`config.mk`:
```
export PLATFORM = sky130hd
export DESIGN_NAME = fifomult_driver
export DESIGN_NICKNAME = d
export VERILOG_FILES = /design/src/rtl/fifomult_driver.sv
export SDC_FILE = /design/constraint.sdc
export NUM_CORES = 1
export LEC_CHECK = 0
export CAP_MARGIN = 20
export CORE_UTILIZATION = 30
export DETAILED_ROUTE_END_ITERATION = 10
export GPL_ROUTABILITY_DRIVEN = 0
export PLACE_DENSITY = 0.56
export SETUP_SLACK_MARGIN = 0.1
export SYNTH_ARGS = -nofsm -noshare
export SYNTH_HDL_FRONTEND = slang
export SYNTH_SLANG_ARGS = --single-unit
```
`constraint.sdc`:
```
create_clock -name clk -period 4 [get_ports clk]
set_input_delay 0.4 -clock clk [delete_from_list [all_inputs] [get_ports clk]]
set_output_delay 0.4 -clock clk [all_outputs]
set_load 0.01 [all_outputs]
```
`src/rtl/fifomult_driver.sv`:
```
// Initiator for the fifomult operand/result protocol: sends A then B with parity, awaits the result.
// Optional FIFOMULT_DRV_CHECK_EN adds a reference product and drives rsp_mismatch.
//
// state    | meaning
// IDLE     | cmd_ready high, waiting for a host command
// SEND_A   | strobe operand A once busy_out is low
// GAP_A    | mandatory idle cycle after the A strobe
// SEND_B   | strobe operand B once busy_out is low
// GAP_B    | idle cycle after the B strobe, clears the timeout counter
// WAIT_RES | waiting for data_out_valid or timeout expiry
// RESP     | response held until rsp_ready
module fifomult_driver #(
    parameter int unsigned TIMEOUT_CYCLES = 255
) (
    input  logic        clk,
    input  logic        rst,
    input  logic        cmd_valid,
    output logic        cmd_ready,
    input  logic [15:0] cmd_a,
    input  logic [15:0] cmd_b,
    input  logic        cmd_bad_parity_a,
    input  logic        cmd_bad_parity_b,
    output logic [15:0] data_in,
    output logic        data_in_parity,
    output logic        data_in_valid,
    input  logic        busy_out,
    input  logic [31:0] data_out,
    input  logic        data_out_parity,
    input  logic        data_out_valid,
    input  logic        data_in_parity_error,
    output logic        rsp_valid,
    input  logic        rsp_ready,
    output logic [31:0] rsp_data,
    output logic        rsp_in_parity_error,
    output logic        rsp_out_parity_error,
    output logic        rsp_timeout,
    output logic        rsp_mismatch
);

    typedef enum logic [2:0] {
        IDLE, SEND_A, GAP_A, SEND_B, GAP_B, WAIT_RES, RESP
    } state_t;

    localparam logic [15:0] TIMEOUT_LAST = 16'(TIMEOUT_CYCLES - 1);

    state_t      state_q, state_d;
    logic [15:0] a_q, b_q;
    logic        bad_a_q, bad_b_q;
    logic [15:0] data_in_q;
    logic        data_in_parity_q;
    logic        data_in_valid_q;
    logic [15:0] cnt_q;
    logic [31:0] rsp_data_q;
    logic        rsp_in_pe_q, rsp_out_pe_q, rsp_timeout_q;
    logic        timeout_hit;

    assign timeout_hit = (cnt_q == TIMEOUT_LAST);

    always_ff @(posedge clk) begin
        if (rst) state_q <= IDLE;
        else     state_q <= state_d;
    end

    always_comb begin
        state_d = state_q;
        case (state_q)
            IDLE:     if (cmd_valid)                     state_d = SEND_A;
            SEND_A:   if (!busy_out)                     state_d = GAP_A;
            GAP_A:                                       state_d = SEND_B;
            SEND_B:   if (!busy_out)                     state_d = GAP_B;
            GAP_B:                                       state_d = WAIT_RES;
            WAIT_RES: if (data_out_valid || timeout_hit) state_d = RESP;
            RESP:     if (rsp_ready)                     state_d = IDLE;
            default:                                     state_d = IDLE;
        endcase
    end

    // cmd_ready is gated by rst so the host never sees it during reset.
    always_comb begin
        cmd_ready = (state_q == IDLE) && !rst;
        rsp_valid = (state_q == RESP);
    end

    always_ff @(posedge clk) begin
        if (rst) begin
            a_q              <= '0;
            b_q              <= '0;
            bad_a_q          <= 1'b0;
            bad_b_q          <= 1'b0;
            data_in_q        <= '0;
            data_in_parity_q <= 1'b0;
            data_in_valid_q  <= 1'b0;
            cnt_q            <= '0;
            rsp_data_q       <= '0;
            rsp_in_pe_q      <= 1'b0;
            rsp_out_pe_q     <= 1'b0;
            rsp_timeout_q    <= 1'b0;
        end else begin
            case (state_q)
                IDLE: begin
                    if (cmd_valid) begin
                        a_q     <= cmd_a;
                        b_q     <= cmd_b;
                        bad_a_q <= cmd_bad_parity_a;
                        bad_b_q <= cmd_bad_parity_b;
                    end
                end
                SEND_A: begin
                    data_in_valid_q <= !busy_out;
                    if (!busy_out) begin
                        data_in_q        <= a_q;
                        data_in_parity_q <= (^a_q) ^ bad_a_q;
                    end
                end
                SEND_B: begin
                    data_in_valid_q <= !busy_out;
                    if (!busy_out) begin
                        data_in_q        <= b_q;
                        data_in_parity_q <= (^b_q) ^ bad_b_q;
                    end
                end
                GAP_A: data_in_valid_q <= 1'b0;
                GAP_B: begin
                    data_in_valid_q <= 1'b0;
                    cnt_q           <= '0;
                end
                WAIT_RES: begin
                    cnt_q <= cnt_q + 16'd1;
                    // A result arriving on the expiry cycle takes priority.
                    if (data_out_valid) begin
                        rsp_data_q    <= data_out;
                        rsp_in_pe_q   <= data_in_parity_error;
                        rsp_out_pe_q  <= (^data_out) != data_out_parity;
                        rsp_timeout_q <= 1'b0;
                    end else if (timeout_hit) begin
                        rsp_data_q    <= '0;
                        rsp_in_pe_q   <= 1'b0;
                        rsp_out_pe_q  <= 1'b0;
                        rsp_timeout_q <= 1'b1;
                    end
                end
                default: ;
            endcase
        end
    end

`ifdef FIFOMULT_DRV_CHECK_EN
    logic signed [31:0] product_q;
    logic               rsp_mismatch_q;

    always_ff @(posedge clk) begin
        if (rst) begin
            product_q      <= '0;
            rsp_mismatch_q <= 1'b0;
        end else begin
            if (state_q == SEND_A) product_q <= $signed(a_q) * $signed(b_q);
            if (state_q == WAIT_RES) begin
                if (data_out_valid)
                    rsp_mismatch_q <= (data_out != product_q) && !data_in_parity_error;
                else if (timeout_hit)
                    rsp_mismatch_q <= 1'b0;
            end
        end
    end

    assign rsp_mismatch = rsp_mismatch_q;
`else
    assign rsp_mismatch = 1'b0;
`endif

    assign data_in              = data_in_q;
    assign data_in_parity       = data_in_parity_q;
    assign data_in_valid        = data_in_valid_q;
    assign rsp_data             = rsp_data_q;
    assign rsp_in_parity_error  = rsp_in_pe_q;
    assign rsp_out_parity_error = rsp_out_pe_q;
    assign rsp_timeout          = rsp_timeout_q;

endmodule

```
==> reports/metrics.yaml <==
yosys:
  synth_top_area_cell: "dfxtp_1"
  yosysWarnings: 0
  synthCells: 546
  postSynthNetCount: 622
  async_flop_share_pct: 0
  synth-seq-cells: 106
  synth_flop_cell: "dfxtp_1"
  synth_edf_count: 0
  ys_seq_area_share_pct: 44.8
  yosysUniqueCellTypes: 50
  synth_top_area_share_pct: 44.8
  synth_area_per_cell_um2: 8.68
  syn-cell-area_um2: 4740
  netlist_top_cells_area: "dfxtp_1, xnor2_1, nand2_1"
critical_path:
  critPathKind: "register to register"
  cp-end-kind: "register"
  reg2reg_to: "rsp_data[22]$_SDFFE_PP0P_"
  arrival_ns: 2.69
  crit_required_ns: 4.29
  reg2reg_slack_ns: 1.60
  cp-start-kind: "register"
  r2r_cells: 5
  critical_path.max_fanout: 27
  r2r_start: "state_q[0]$_SDFFE_PP0P_"
detailed_routing:
  drt_iter0_markers: 220
  routed_wirelength_mm: 12.6
  drtAntennaViolNets: 0
  wl_per_cell_um: 14.5
  drc: 0
  vias_per_cell: 4.81
  dr_total_vias: 4179
  drt_pass1_iterations: 4
cells_and_area:
  n_antenna_cell: 0
  multi_input_area_um2: 2440
  seq_area_um2: 2120
  fin_nets: 728
  fin_util_pct: 42.3
  area_growth_pct: 36.8
  drive_gt1_share_pct: 5.63
  fillCellCount: 1543
clock_network:
  post-cts-setup-buffers: 0
  clock-sinks: 106
  postCtsHoldBufs: 0
  cts_resized: 0
  cts_buffers: 9
  tritoncts: "yes"
  htree_levels: 3
  clock_path_buffers: 2
  cts.clk_slew.worst_paths_ns: 0.08
  root_buffer: "clkbuf_16"
  clk_latency_ns: 0.36
power:
  leakagePower_uw: 0.00217
  power_density_nw_per_um2: 380
  peakVddDrop_mv: 0.187
min_path:
  whs_endpoint: "data_in[10]$_SDFFE_PP0P_"
  hold_class: "register to register"
  worstHoldStart: "data_in[10]$_SDFFE_PP0P_"
  min_path_cells: 2
run_status:
  status: "finished clean"
timing:
  finalCriticalPeriod_ns: 2.40
  relSlewSlack_pct: 32.5
  min_period_over_period_pct: 60.1
  slew_viol_final: 0
  finClkSkew_ns: 0.0196
  finalHoldViolations: 0
  setup_viol: 0
  rsz0062_at_grt: "false"
  fmax_ghz: 0.416
  tns_ns: 0
  tightest_slew_ns: 1.01
placement:
  portBuffers: 128
  hpwl_mm: 8.87
die:
  die_area_um2: 16300
  rows: 45
  start_util_pct: 30.9
  io_pins: 130
  core_um2: 15300
  die_h_um: 128
  die_x_um: 128
global_route:
  antenna_found_initial: 0
  grt_pass1_vias: 4148
  grt_max_degree: 61
  grt_first_pass_wirelength_mm: 20.2
  grt_overflow: 0
  groute.usage.overall_pct: 15.7
job:
  maxCapViolations: 0
-- report_power, final --
group | leakage [uW] | internal, uW | switching [uW]
Clock | 0.000146 | 446 | 444
Sequential | 0.000859 | 1090 | 36.8
Combinational | 0.00116 | 247 | 198
Total | 0.00217 | 1780 | 679
-- cell usage after synthesis, types with 3 or more instances --
master / number
dfxtp_1: 106
nand2_1: 98
a21oi_1: 60
xnor2_1: 53
nor2_1: 52
a22oi_1: 38
clkbuf_1: 22
o221ai_1: 17
buf_2: 14
nor3_1: 8
nand3_1: 7
xor2_1: 6
o211ai_1: 5
or3_1: 5
nand2b_1: 4
nand4_1: 4
buf_4: 3
xnor3_1: 3
-- per-stage QoR --
step	instance area, um2	setup slack (ns)	hold WS (ns)	std cells	power [uW]
finish	6480	1.60	0.453	868	2460
global route	6480	1.40	0.482	868	2580
CTS	6480	1.58	0.458	868	2500
detailed placement	6170	1.58	0.446	852	1600
global placement	6150	1.67	0.444	851	1590
floorplan	4740	2.44	0.448	546	1440
-- state kept, by name, indices dropped and copies added (netlist names) --
signal / cells
bad_b_q: 1
a_q: 16
cnt_q: 16
rsp_data: 32
bad_a_q: 1
data_in_valid: 1
b_q: 16
rsp_out_parity_error: 1
data_in: 16
state_q: 3
rsp_timeout: 1
data_in_parity: 1
rsp_in_parity_error: 1
-- cell type report --
type / count / area share, %
well taps: 211 / 4.07
clock buffers: 9 / 3.48
flip-flops and latches: 106 / 32.7
inverters: 2 / 0.116
repair buffers: 134 / 20.7
multi-input cells: 399 / 37.6
clock inverters: 7 / 1.24
-- kinds of logic (layout without fill, tap and decap cells) --
family	after synthesis	count (layout)	synth area share, %
and+or+nand+nor	200	200	19.6
muxes	4	4	0.898
xor gates and xnor gates	62	62	12.3
buffers and inverters	41	152	3.86
DFF	106	106	44.8
other	1	1	0.0791
adders and majority gates	2	2	0.528
AOI/OAI and AO/OA	130	130	17.9
-- per-layer routing --
layer / track usage [%] / wire (um)
met1: 19.3 / 5750
met4: 4.84 / 138
met3: 5.68 / 957
met5: 0 / 0
met2: 25.5 / 5780
-- worst max-delay path, stage by stage (launching register included) --
cell     delay, ns
dfxtp_1       0.66
and3b_1       0.33
and2_1        0.83
buf_4         0.30
a22oi_1       0.10
nor2_1        0.12
-- placed cells by master, fill, tap and decap left out, drive strengths merged, types with 2 or more instances in the layout --
master and n:
nor2b 2, nor3b 2, a211oi 2, nand4 5, mux2 2, clkinv 3, xor2 6, ha 2
o211ai 5, nand2 98, o21ai 2, a21oi 60, inv 5, nand2b 4, and2 2, nand3 8
o21a 2, nor3 8, nand3b 2, nor4 2, dfxtp 106, o221ai 17, a22oi 38, mux2i 2
buf 7, and4 3, xnor3 3, nor2 54, or3 5, clkdlybuf4s50 127, clkbuf 9, xnor2 53
a21o 2
-- worst max path at each step --
stage | cells after the start | slack, ns | endpoint | startpoint
floorplan | 8 | 2.44 | rsp_out_parity_error$_SDFFE_PP0P_ | cnt_q[0]$_SDFFE_PP0P_
global placement | 5 | 1.67 | rsp_data[20]$_SDFFE_PP0P_ | state_q[0]$_SDFFE_PP0P_
CTS | 5 | 1.58 | rsp_data[22]$_SDFFE_PP0P_ | state_q[0]$_SDFFE_PP0P_
detailed placement | 5 | 1.58 | rsp_data[22]$_SDFFE_PP0P_ | state_q[0]$_SDFFE_PP0P_
finish | 5 | 1.60 | rsp_data[22]$_SDFFE_PP0P_ | state_q[0]$_SDFFE_PP0P_
global route | 5 | 1.40 | rsp_data[15]$_SDFFE_PP0P_ | state_q[0]$_SDFFE_PP0P_
Note: power is estimated with default switching activity, not from simulation.
